### src/rtl/telem_pkg.sv
// telem_pkg: shared constants, types and frame-assembly helpers for telemetry_tx.
package telem_pkg;

    // Frame layout
    localparam logic [7:0] HDR         = 8'hA5;
    localparam int         FRAME_BYTES = 9;
    localparam logic [3:0] LAST_BYTE   = 4'(FRAME_BYTES - 1);

    // Status flag positions inside byte 3 (bit 4 is reserved, always 0)
    localparam int B3_PWR_UP   = 7;
    localparam int B3_EN_STEER = 6;
    localparam int B3_TOO_FAST = 5;

    // Frame sequencer states
    typedef enum logic [1:0] {
        ST_IDLE = 2'd0,
        ST_LOAD = 2'd1,
        ST_WAIT = 2'd2
    } frame_state_t;

    // Everything captured at a trigger; frame bytes are derived only from this
    typedef struct packed {
        logic [15:0] ptch;
        logic [11:0] batt;
        logic [11:0] lft_spd;
        logic [11:0] rght_spd;
        logic        pwr_up;
        logic        en_steer;
        logic        too_fast;
    } snapshot_t;

    // Byte 3: status flags in the upper nibble, battery bits 11:8 in the lower nibble
    function automatic logic [7:0] flag_byte(input snapshot_t s);
        logic [7:0] b;
        b              = {4'b0000, s.batt[11:8]};
        b[B3_PWR_UP]   = s.pwr_up;
        b[B3_EN_STEER] = s.en_steer;
        b[B3_TOO_FAST] = s.too_fast;
        return b;
    endfunction

    // Bytes 0..7 of the frame (header plus payload)
    function automatic logic [7:0] payload_byte(input snapshot_t s, input logic [3:0] idx);
        logic [7:0] b;
        case (idx)
            4'd0:    b = HDR;
            4'd1:    b = s.ptch[15:8];
            4'd2:    b = s.ptch[7:0];
            4'd3:    b = flag_byte(s);
            4'd4:    b = s.batt[7:0];
            4'd5:    b = s.lft_spd[11:4];
            4'd6:    b = {s.lft_spd[3:0], s.rght_spd[11:8]};
            4'd7:    b = s.rght_spd[7:0];
            default: b = 8'h00;
        endcase
        return b;
    endfunction

    // Checksum covers the payload only (bytes 1..7), not the header
    function automatic logic [7:0] checksum(input snapshot_t s);
        logic [7:0] c;
        c = 8'h00;
        for (int i = 1; i < FRAME_BYTES - 1; i++) begin
            c = c ^ payload_byte(s, 4'(i));
        end
        return c;
    endfunction

    // Full byte mux: payload bytes, then the checksum as the final byte
    function automatic logic [7:0] frame_byte(input snapshot_t s, input logic [3:0] idx);
        logic [7:0] b;
        if (idx == LAST_BYTE) begin
            b = checksum(s);
        end else begin
            b = payload_byte(s, idx);
        end
        return b;
    endfunction

endpackage

### src/rtl/telem_uart_tx.sv
// telem_uart_tx: 8N1 UART transmitter, LSB first, one byte per trmt pulse.
// tx_done is asserted during the final cycle of the stop bit so the next byte
// can follow with a single idle-high cycle.
module telem_uart_tx #(
    parameter int BAUD_DIV = 2604
) (
    input  logic       clk,
    input  logic       rst_n,
    input  logic       trmt,
    input  logic [7:0] tx_data,
    output logic       TX,
    output logic       tx_done
);

    localparam int BAUD_W = $clog2(BAUD_DIV);

    logic              active;
    logic [BAUD_W-1:0] baud_cnt;
    logic [3:0]        bit_cnt;
    logic [8:0]        shift;
    logic              bit_end;

    // Last cycle of the current bit period
    assign bit_end = active && (baud_cnt == BAUD_W'(BAUD_DIV - 1));
    // Bit 9 is the stop bit; its last cycle ends the byte
    assign tx_done = bit_end && (bit_cnt == 4'd9);

    // Bit sequencing: start bit on load, then shift out data LSB first, stop bit last
    always_ff @(posedge clk or negedge rst_n) begin
        if (!rst_n) begin
            active   <= 1'b0;
            baud_cnt <= '0;
            bit_cnt  <= 4'd0;
            shift    <= '1;
            TX       <= 1'b1;
        end else if (trmt && !active) begin
            active   <= 1'b1;
            baud_cnt <= '0;
            bit_cnt  <= 4'd0;
            shift    <= {1'b1, tx_data};
            TX       <= 1'b0;
        end else if (active) begin
            if (bit_end) begin
                baud_cnt <= '0;
                if (bit_cnt == 4'd9) begin
                    active  <= 1'b0;
                    bit_cnt <= 4'd0;
                    TX      <= 1'b1;
                end else begin
                    bit_cnt <= bit_cnt + 4'd1;
                    TX      <= shift[0];
                    shift   <= {1'b1, shift[8:1]};
                end
            end else begin
                baud_cnt <= baud_cnt + BAUD_W'(1);
            end
        end
    end

endmodule

### src/rtl/telemetry_tx.sv
// telemetry_tx: decimates inertial-update strobes, snapshots telemetry fields
// and sends them as a 9-byte checksummed frame over an 8N1 UART.
// Valid/ready contract with the UART: trmt is a one-cycle request honoured only
// while the UART is idle; tx_done marks the last cycle of the stop bit.
module telemetry_tx
    import telem_pkg::*;
#(
    parameter int BAUD_DIV = 2604,   // clocks per UART bit, at least 4
    parameter int DECIM    = 16      // qualified vld pulses per frame, at least 1
) (
    input  logic               clk,
    input  logic               rst_n,
    input  logic               vld,
    input  logic signed [15:0] ptch,
    input  logic        [11:0] batt,
    input  logic signed [11:0] lft_spd,
    input  logic signed [11:0] rght_spd,
    input  logic               pwr_up,
    input  logic               en_steer,
    input  logic               too_fast,
    output logic               TX,
    output logic               busy,
    output logic        [7:0]  drop_cnt
);

    localparam int CNT_W = (DECIM > 1) ? $clog2(DECIM) : 1;

    logic [CNT_W-1:0] dec_cnt;
    logic             trigger;
    frame_state_t     state;
    logic [3:0]       byte_idx;
    logic             trmt;
    logic             tx_done;
    logic [7:0]       tx_data;
    snapshot_t        snap;

    // A trigger is the DECIM-th qualified strobe since the counter last wrapped
    assign trigger = vld && pwr_up && (dec_cnt == CNT_W'(DECIM - 1));

    // Decimation counter; pwr_up low holds it cleared so no triggers occur
    always_ff @(posedge clk or negedge rst_n) begin
        if (!rst_n) begin
            dec_cnt <= '0;
        end else if (!pwr_up) begin
            dec_cnt <= '0;
        end else if (vld) begin
            if (trigger) begin
                dec_cnt <= '0;
            end else begin
                dec_cnt <= dec_cnt + CNT_W'(1);
            end
        end
    end

    // Byte mux reads only the snapshot, so live inputs never reach bytes in flight
    assign tx_data = frame_byte(snap, byte_idx);

    // Frame sequencer: snapshot on an idle trigger, then LOAD/WAIT once per byte
    always_ff @(posedge clk or negedge rst_n) begin
        if (!rst_n) begin
            state    <= ST_IDLE;
            byte_idx <= 4'd0;
            trmt     <= 1'b0;
            busy     <= 1'b0;
            snap     <= '0;
        end else begin
            trmt <= 1'b0;
            case (state)
                ST_IDLE: begin
                    if (trigger) begin
                        snap.ptch     <= ptch;
                        snap.batt     <= batt;
                        snap.lft_spd  <= lft_spd;
                        snap.rght_spd <= rght_spd;
                        snap.pwr_up   <= pwr_up;
                        snap.en_steer <= en_steer;
                        snap.too_fast <= too_fast;
                        byte_idx      <= 4'd0;
                        trmt          <= 1'b1;
                        state         <= ST_LOAD;
                    end
                end
                ST_LOAD: begin
                    // UART latches tx_data this cycle; busy rises with the start bit
                    busy  <= 1'b1;
                    state <= ST_WAIT;
                end
                ST_WAIT: begin
                    if (tx_done) begin
                        if (byte_idx == LAST_BYTE) begin
                            busy  <= 1'b0;
                            state <= ST_IDLE;
                        end else begin
                            byte_idx <= byte_idx + 4'd1;
                            trmt     <= 1'b1;
                            state    <= ST_LOAD;
                        end
                    end
                end
                default: begin
                    busy  <= 1'b0;
                    state <= ST_IDLE;
                end
            endcase
        end
    end

    // Count triggers that arrive while a frame is already underway, saturating
    always_ff @(posedge clk or negedge rst_n) begin
        if (!rst_n) begin
            drop_cnt <= 8'h00;
        end else if (trigger && (state != ST_IDLE) && (drop_cnt != 8'hFF)) begin
            drop_cnt <= drop_cnt + 8'h01;
        end
    end

    telem_uart_tx #(
        .BAUD_DIV (BAUD_DIV)
    ) u_uart (
        .clk     (clk),
        .rst_n   (rst_n),
        .trmt    (trmt),
        .tx_data (tx_data),
        .TX      (TX),
        .tx_done (tx_done)
    );

endmodule

### config.mk
export PLATFORM = sky130hd
export DESIGN_NAME = telemetry_tx
export DESIGN_NICKNAME = d
export VERILOG_FILES = /design/src/rtl/telem_pkg.sv /design/src/rtl/telem_uart_tx.sv /design/src/rtl/telemetry_tx.sv
export SDC_FILE = /design/constraint.sdc
export NUM_CORES = 1
export LEC_CHECK = 0
export BUFFER_PORTS_ARGS = -buffer_cell sky130_fd_sc_hd__buf_2
export CORE_UTILIZATION = 57
export DETAILED_ROUTE_END_ITERATION = 6
export GPL_ROUTABILITY_DRIVEN = 0
export GPL_TIMING_DRIVEN = 0
export PLACE_DENSITY_LB_ADDON = 0.15
export SKIP_LAST_GASP = 1
export SYNTH_ARGS = -nofsm -noshare
export SYNTH_HDL_FRONTEND = slang
export SYNTH_SLANG_ARGS = --single-unit
export TNS_END_PERCENT = 100
### constraint.sdc
create_clock -name clk -period 3.3 [get_ports clk]
set_input_delay 0.66 -clock clk [delete_from_list [all_inputs] [get_ports clk]]
set_output_delay 0.66 -clock clk [all_outputs]
set_load 0.1 [all_outputs]
==> results of run 1 <==
worst paths after layout:
kind | end | depth (start not counted) | slack, ps
max in group asynchronous | u_uart.shift[0] | 2 | 2370
min in group clk | drop_cnt[7] | 1 | 490
min reg2reg | drop_cnt[7] | 1 | 490
min | u_uart.baud_cnt[8] | 1 | 210
max | snap[14] | 6 | 590
max reg2reg | snap[14] | 6 | 590
logic make-up after synthesis:
family | after synthesis | share of synthesized area (%)
fa+ha+maj | 9 | 2.18
buf+inv | 28 | 2.18
flops | 101 | 49.1
compound gates | 62 | 8.89
xor+xnor | 65 | 11.0
mux | 64 | 13.7
simple gates | 127 | 12.9
cells in the mapped netlist (6+ instances only):
cell type and number:
a211oi_1 9, a21oi_1 6, a221oi_1 7, and3_1 8, clkbuf_1 17, dfrtp_1 92, dfstp_2 9, ha_1 9
inv_1 6, mux2_2 52, mux2i_1 9, nand2_1 32, nand2b_1 7, nand3_1 11, nand4_1 11, nor2_1 25
nor3_1 13, o21ai_0 9, xnor2_1 56, xor2_1 9
metal layers:
metal	global-route usage, %	wire, um
met1	34.6	5050
met2	40.3	5310
met3	4.17	474
met4	8.27	171
met5	0	0
stage by stage:
step	setup slack, ps	hold slack (ps)
final	591	211
after global routing	412	226
after CTS	613	217
after detailed placement	500	478
after global placement	532	477
after floorplan	954	364
sequential cells by signal (all words and copies together), names as in the netlist, 2 cells and up:
signal / count
snap: 55
drop_cnt: 8
u_uart.baud_cnt: 12
state: 2
u_uart.bit_cnt: 4
dec_cnt: 4
u_uart.shift: 8
byte_idx: 4
critical path, cell delays in order (launching register included):
cell,delay [ps]
dfrtp_1,440
ha_1,260
and3_1,180
nand4_1,170
buf_1,540
clkbuf_1,610
mux2_2,410
power groups by stage:
stage | sequential, uW | combinational [uW] | clock [uW]
after floorplan | 1270 | 7.16 | 0
after global placement | 1270 | 64.2 | 0
after detailed placement | 1270 | 70.6 | 0
final | 1240 | 67.7 | 745
after CTS | 1240 | 70.3 | 761
after global routing | 1240 | 77.8 | 803
area by class of cell:
| class | count | area (sq um) | area share, % |
|---|---|---|---|
| tap | 108 | 135 | 2.31 |
| timing repair buffer | 67 | 360 | 6.17 |
| buffer | 22 | 90.1 | 1.54 |
| clock buffer | 9 | 124 | 2.12 |
| multi-input combinational | 327 | 2510 | 43.1 |
| clock inverter | 6 | 55.1 | 0.943 |
| inverter | 6 | 22.5 | 0.386 |
| sequential | 101 | 2540 | 43.5 |
==> flow_summary.yaml, run 1 <==
status:
  status: "finished, final reports clean"
clocking:
  cts_max_level: 3
  numCtsBuffers: 9
  cts_resized: 0
  clock_sinks: 101
  cts_tree: "built"
  clk_latency_ps: 370
  clockRootBuffer: "clkbuf_8"
  clkTransAtPathRegs_ps: 100
  postCtsHoldBufs: 0
  post_cts_buffers: 0
  cts_buffer_depth: 2
synth:
  synth_area_leaders: "dfrtp_1, mux2_2, xnor2_1"
  synthCells: 456
  yosysWarnings: 0
  syn_area_sq_um: 5170
  synth.distinct_cells: 50
  seq_area_frac_synth_pct: 49.1
  synth_area_leader_cell: "dfrtp_1"
  syn_avg_cell_area_sq_um: 11.3
  synth_flop_cell: "dfrtp_1"
  synth_nets: 523
  async_flop_share_pct: 100
  synth_edf_count: 0
  synth_top_area_share_pct: 44.6
  synth_seq_cells: 101
critical_path:
  critPathKind: "reg -> reg"
  cp.arrival_ps: 2970
  cp_max_fo: 10
  required_ps: 3560
  start_kind: "flip-flop"
  critPathLaunch: "dec_cnt[0]"
  reg2reg_from: "dec_cnt[0]"
  endpoint_kind: "flip-flop"
drt:
  drt_wl_total_um: 11000
  first_pass_iters: 5
  viasPerCell: 5.87
  drc_errors: 0
  ant_nets: 0
  vias: 3793
  drtIter0Drc: 181
  wl_per_cell_um: 17.0
die:
  die_w_um: 97.2
  dieArea_sq_um: 9450
  dieHeight_um: 97.2
  start_util_pct: 59.0
  ios: 68
  rows: 34
  coreArea_sq_um: 8760
placed_design:
  dp.cells: 631
  dp_hpwl_um: 7860
  port_buffers: 66
  place_area_sq_um: 5660
power_and_ir_drop:
  clockPowerShare_pct: 36.3
  p_int_uw: 1560
  switching_power_uw: 498
  power_per_cell_area_nw_per_um2: 352
  cellLeakagePower_uw: 0.00274
  ir_drop_mv: 0.225
  total_power_uw: 2050
  seqPwrFrac_pct: 60.5
  swShare_pct: 24.2
  p_comb_share_pct: 3.3
final_layout:
  final_layout_size_suffix_gt1_share_pct: 27.7
  antennaDiodeCount: 0
  mostFrequentLayoutCells: "dfrtp_1, buf_2, xnor2_1"
  stdcell_area_sq_um: 5840
  final_nets: 601
  fillers: 706
  final_common_cell: "dfrtp_1"
  instances_no_fill: 646
  final_util_pct: 66.6
  area_delta_synth_final_pct: 13.1
sta:
  timing.final.crit_share_pct: 82.1
  finalMaxSlewViolations: 0
  grt_setup_unrepaired: "false"
  fmax_mhz: 369
  finalClockSkew_ps: 9.81
  min_period_ps: 2710
  max_slew_margin_pct: 51.8
  finalSetupViolations: 0
  worstMarginPinSlew_ps: 723
  setup_tns_ps: 0
  finalHoldViolations: 0
grt:
  grtUsageTotal_pct: 25.0
  grt_max_degree: 74
  antenna_found_initial: 0
  grt_pass1_vias: 3811
  grt.overflow.total: 0
  grt_pass1_wl_um: 18700
worst_hold_path:
  min_path_type: "in -> async"
flow_run:
  drv_cap: 0
Power figures use the tool's default switching activity.
==> run 2, diff against run 1 <==
--- a/config.mk
+++ b/config.mk
@@ -6,7 +6,7 @@
 export NUM_CORES = 1
 export LEC_CHECK = 0
 export BUFFER_PORTS_ARGS = -buffer_cell sky130_fd_sc_hd__buf_2
-export CORE_UTILIZATION = 57
+export CORE_UTILIZATION = 52
 export DETAILED_ROUTE_END_ITERATION = 6
 export GPL_ROUTABILITY_DRIVEN = 0
 export GPL_TIMING_DRIVEN = 0
==> constraint.sdc (replaced) <==
create_clock -name clk -period 2.45 [get_ports clk]
set_input_delay 0.49 -clock clk [delete_from_list [all_inputs] [get_ports clk]]
set_output_delay 0.49 -clock clk [all_outputs]
set_load 0.1 [all_outputs]
==> flow_summary.yaml, run 2 (synthesis gave the netlist of run 1 again) <==
drt:
  vias: 3784
  dr_wl_met2_um: 5320
  top_layer_used: "met4"
  met1_length_um: 5200
  wl_per_cell_um: 16.7
  drtIter0Drc: 302
  drc_errors: 0
  drt_wl_total_um: 11200
  wl_met3_um: 486
  first_pass_iters: 6
  ant_nets: 0
  viasPerCell: 5.64
sta:
  timing.final.crit_share_pct: 95.0
  fmax_mhz: 430
  min_period_ps: 2330
  finalHoldViolations: 0
  max_slew_margin_pct: 46.8
  finalClockSkew_ps: 16.3
  worstMarginPinSlew_ps: 798
  grt_setup_unrepaired: "true"
  finalSetupViolations: 0
  finalMaxSlewViolations: 0
  holdWs_ps: 102
  finalWorstSetupSlack_ps: 124
clocking:
  clock_sinks: 101
  clk_latency_ps: 390
  clockRootBuffer: "clkbuf_8"
  numCtsBuffers: 9
  cts_max_level: 3
  postCtsHoldBufs: 0
  post_cts_buffers: 0
  cts_tree: "built"
  clkTransAtPathRegs_ps: 100
  cts_buffer_depth: 2
die:
  coreArea_sq_um: 9680
  die_w_um: 102
  start_util_pct: 53.3
  ios: 68
  dieHeight_um: 102
  rows: 36
  dieArea_sq_um: 10300
critical_path:
  endpoint_kind: "flip-flop"
  critPathKind: "reg -> reg"
  required_ps: 2750
  timing.rr.end: "u_uart.shift[3]"
  r2r_setup_slack_ps: 120
  reg2reg_from: "byte_idx[0]"
  worstRegToRegCells: 7
  start_kind: "flip-flop"
  cp_max_fo: 10
  cp.arrival_ps: 2630
flow_run:
  drv_cap: 0
final_layout:
  largest_reg_flops: 55
  mostFrequentLayoutCells: "dfrtp_1, buf_2, xnor2_1"
  final_layout_size_suffix_gt1_share_pct: 28.8
  final_common_cell: "dfrtp_1"
  regMostFlops: "snap"
  reg_top3: "snap: 55 flops, u_uart.baud_cnt: 12 flops"
  fillers: 846
  final_nets: 600
  stdcell_area_sq_um: 5880
  antennaDiodeCount: 0
  area_delta_synth_final_pct: 13.8
power_and_ir_drop:
  cellLeakagePower_uw: 0.00275
  power_per_cell_area_nw_per_um2: 468
  total_power_uw: 2750
  ir_drop_mv: 0.458
placed_design:
  pre_cts_ws_ps: -265
  dp_hpwl_um: 8010
  place_area_sq_um: 5690
  port_buffers: 66
grt:
  grt_pass1_wl_um: 18300
  grtUsageTotal_pct: 23.8
  grt_pass1_vias: 3661
  grt_max_degree: 58
  grt.overflow.total: 0
  antenna_found_initial: 0
worst_hold_path:
  min_path_type: "in -> async"
status:
  status: "finished, final reports clean"
==> run 2: per-layer routing <==
layer | GRT usage [%] | vias up
met5 | 0 | -
met4 | 8.14 | 0
met3 | 6.21 | 19
met2 | 37.3 | 84
met1 | 32.2 | 1894
li1 | - | 1787
==> run 2: through the flow <==
stage,util (%),TNS [ps],instances
detailed placement,58.8,-1390,656
global route,60.7,-1.07,671
finish,60.7,0,671
floorplan,-,0,456
CTS,60.6,0,671
global placement,58.5,-18990,655
==> run 2: worst max-delay path: stages, from the launching register on <==
cell and delay [ps]:
dfrtp_1 450, inv_1 90, ha_1 310, clkbuf_1 300
a221oi_1 370, nor3_1 100, a2111oi_1 520, a211oi_1 90
==> run 2: report_power, final <==
group | leakage, uW | total [uW] | internal, uW | switching [uW]
clock | 0.0000930 | 989 | 402 | 587
sequential | 0.00133 | 1670 | 1670 | 3.61
combinational | 0.00133 | 91.5 | 41.5 | 50.0
==> run 2: layout make-up <==
cell class | instances | area [sq um] | share of cell area (%)
sequential | 101 | 2540 | 43.2
multi-input combinational | 327 | 2520 | 42.8
timing repair buffer | 67 | 360 | 6.13
tap | 133 | 166 | 2.83
clock buffer | 10 | 138 | 2.34
buffer | 21 | 91.3 | 1.55
clock inverter | 6 | 43.8 | 0.745
inverter | 6 | 22.5 | 0.383
==> run 2: worst max path at each step <==
stage	startpoint	endpoint	slack (ps)
finish	byte_idx[0]	u_uart.shift[3]	120
global route	byte_idx[2]	u_uart.shift[0]	-1
CTS	byte_idx[2]	byte_idx[3]	20
detailed placement	dec_cnt[0]	snap[22]	-270
global placement	dec_cnt[0]	snap[14]	-220
floorplan	drop_cnt[0]	drop_cnt[6]	100
==> run 2: repair_timing <==
| action | CTS | global route |
|---|---|---|
| pin swaps | 0 | 1 |
| endpoints found under the setup margin | 11 | 11 |
| gates resized for setup | 2 | 6 |
==> run 3, diff against run 2 <==
--- a/config.mk
+++ b/config.mk
@@ -6,7 +6,7 @@
 export NUM_CORES = 1
 export LEC_CHECK = 0
 export BUFFER_PORTS_ARGS = -buffer_cell sky130_fd_sc_hd__buf_2
-export CORE_UTILIZATION = 52
+export CORE_UTILIZATION = 57
 export DETAILED_ROUTE_END_ITERATION = 6
 export GPL_ROUTABILITY_DRIVEN = 0
 export GPL_TIMING_DRIVEN = 0
==> constraint.sdc (replaced) <==
create_clock -name clk -period 2.8 [get_ports clk]
set_input_delay 0.56 -clock clk [delete_from_list [all_inputs] [get_ports clk]]
set_output_delay 0.56 -clock clk [all_outputs]
set_load 0.1 [all_outputs]
==> flow_summary.yaml, run 3 (synthesis gave the netlist of run 1 again) <==
final_layout:
  regMostFlops: "snap"
  reg_top3: "snap: 55 flops, u_uart.baud_cnt: 12 flops"
  final_common_cell: "dfrtp_1"
  mostFrequentLayoutCells: "dfrtp_1, buf_2, xnor2_1"
  antennaDiodeCount: 0
  final_layout_size_suffix_gt1_share_pct: 27.9
  stdcell_area_sq_um: 5840
  largest_reg_flops: 55
  final_nets: 601
  area_delta_synth_final_pct: 13.1
critical_path:
  cp_max_fo: 10
  max_stage_delay_ps: 540
  path_cells: "ha_1, and3_1, nand4_1, buf_1, clkbuf_2, mux2_2"
  timing.rr.end: "snap[14]"
  cpLargestDelayFamily: "buffers and inverters"
  reg2reg_from: "dec_cnt[0]"
  critPathLaunch: "dec_cnt[0]"
  critPathKind: "reg -> reg"
  start_kind: "flip-flop"
  crit_cells: 6
  worst-path-buf-inv: 2
  crit_path_end: "snap[14]"
  endpoint_kind: "flip-flop"
  worstRegToRegCells: 6
  required_ps: 3060
  cp_slowest_cell: "buf_1"
  r2r_setup_slack_ps: 300
  cp.arrival_ps: 2760
drt:
  ant_nets: 0
  drtIter0Drc: 181
  vias: 3783
  drc_errors: 0
  wl_per_cell_um: 17.0
  drt_wl_total_um: 11000
  viasPerCell: 5.86
  first_pass_iters: 5
power_and_ir_drop:
  ir_drop_mv: 0.266
  switching_power_uw: 586
  p_comb_share_pct: 3.3
  cellLeakagePower_uw: 0.00274
  seqPwrFrac_pct: 60.5
  power_per_cell_area_nw_per_um2: 414
  clockPowerShare_pct: 36.3
  p_int_uw: 1830
  swShare_pct: 24.2
worst_hold_path:
  min_path_type: "in -> async"
die:
  rows: 34
  die_w_um: 97.2
  ios: 68
  coreArea_sq_um: 8760
  start_util_pct: 59.0
  dieHeight_um: 97.2
  dieArea_sq_um: 9450
clocking:
  cts_buffer_depth: 2
  numCtsBuffers: 9
  clock_sinks: 101
  clk_latency_ps: 370
  cts_max_level: 3
  cts_tree: "built"
  clockRootBuffer: "clkbuf_8"
  post_cts_buffers: 0
  clkTransAtPathRegs_ps: 100
sta:
  setup_tns_ps: 0
  finalSetupViolations: 0
  finalClockSkew_ps: 9.81
  timing.final.crit_share_pct: 89.3
  min_period_ps: 2500
  worstMarginPinSlew_ps: 723
  finalMaxSlewViolations: 0
  grt_setup_unrepaired: "false"
  fmax_mhz: 400
  finalHoldViolations: 0
  max_slew_margin_pct: 51.8
status:
  status: "finished, final reports clean"
grt:
  antenna_found_initial: 0
  grt_pass1_vias: 3811
  grt_max_degree: 74
  grt_pass1_wl_um: 18700
  grt.overflow.total: 0
  grtUsageTotal_pct: 25.0
placed_design:
  port_buffers: 66
  place_area_sq_um: 5660
  dp_hpwl_um: 7860
flow_run:
  drv_cap: 0
-- run 3: changes by cell type in the layout (fill, tap and decap cells not counted) --
cell / delta
clkbuf_8: -1
buf_1: +1
buf_2: -1
a2111oi_0: +1
clkbuf_2: -2
and3b_2: -1
and3b_1: +1
clkinv_4: -1
clkbuf_1: +3
a2111oi_1: -1
inv_8: +2
clkinvlp_4: +1
clkinv_2: -2
-- run 3: area by class of cell --
type,instances,area (sq um)
fill,705,2920
sequential,101,2540
multi-input combinational,327,2510
timing repair buffer,67,360
tap,108,135
clock buffer,9,124
buffer,22,91.3
clock inverter,6,55.1
inverter,6,22.5
-- run 3: metal layers --
| metal | routed length [um] | vias up | global-route usage, % |
|---|---|---|---|
| met3 | 469 | 13 | 4.17 |
| li1 | - | 1789 | - |
| met4 | 166 | 0 | 8.27 |
| met5 | 0 | - | 0 |
| met1 | 5050 | 1883 | 34.6 |
| met2 | 5310 | 98 | 40.3 |
-- run 3: how the worst min path moves through the flow --
| stage | from | endpoint | slack (ps) |
|---|---|---|---|
| floorplan | rst_n | busy | 260 |
| global placement | drop_cnt[5] | drop_cnt[5] | 480 |
| detailed placement | drop_cnt[5] | drop_cnt[5] | 480 |
| CTS | rst_n | u_uart.baud_cnt[4] | 120 |
| global route | rst_n | u_uart.baud_cnt[4] | 130 |
| finish | rst_n | u_uart.baud_cnt[8] | 110 |
-- run 3: worst register-to-register path: cells and delay by family (launching register included) --
family	cells	cell delay [ps]
adder cells (fa/ha/maj)	1	260
buffers and inverters	2	970
flip-flops	1	440
multiplexers	1	380
AND/OR/NAND/NOR	2	350
-- run 3: power by group through the flow --
stage	clock network (uW)	registers, uW	logic [uW]
after CTS	897	1460	82.8
after floorplan	0	1490	8.44
after detailed placement	0	1490	83.2
after global placement	0	1490	75.6
final	878	1460	79.7
after global routing	946	1460	91.7
-- run 3: through the flow --
| stage | util, % | hold WS [ps] | setup WS (ps) | total power, uW | cells |
|---|---|---|---|---|---|
| finish | 66.7 | 111 | 300 | 2420 | 646 |
| global route | 66.7 | 126 | 117 | 2500 | 646 |
| CTS | 66.6 | 117 | 113 | 2440 | 646 |
| detailed placement | 64.6 | 478 | 100 | 1570 | 631 |
| global placement | 64.3 | 477 | 132 | 1570 | 630 |
| floorplan | - | 264 | 454 | 1500 | 456 |
-- run 3: what timing repair did --
action	in CTS	in global routing
resized for setup	0	2
hold buffers	0	0
setup endpoints to repair	0	5
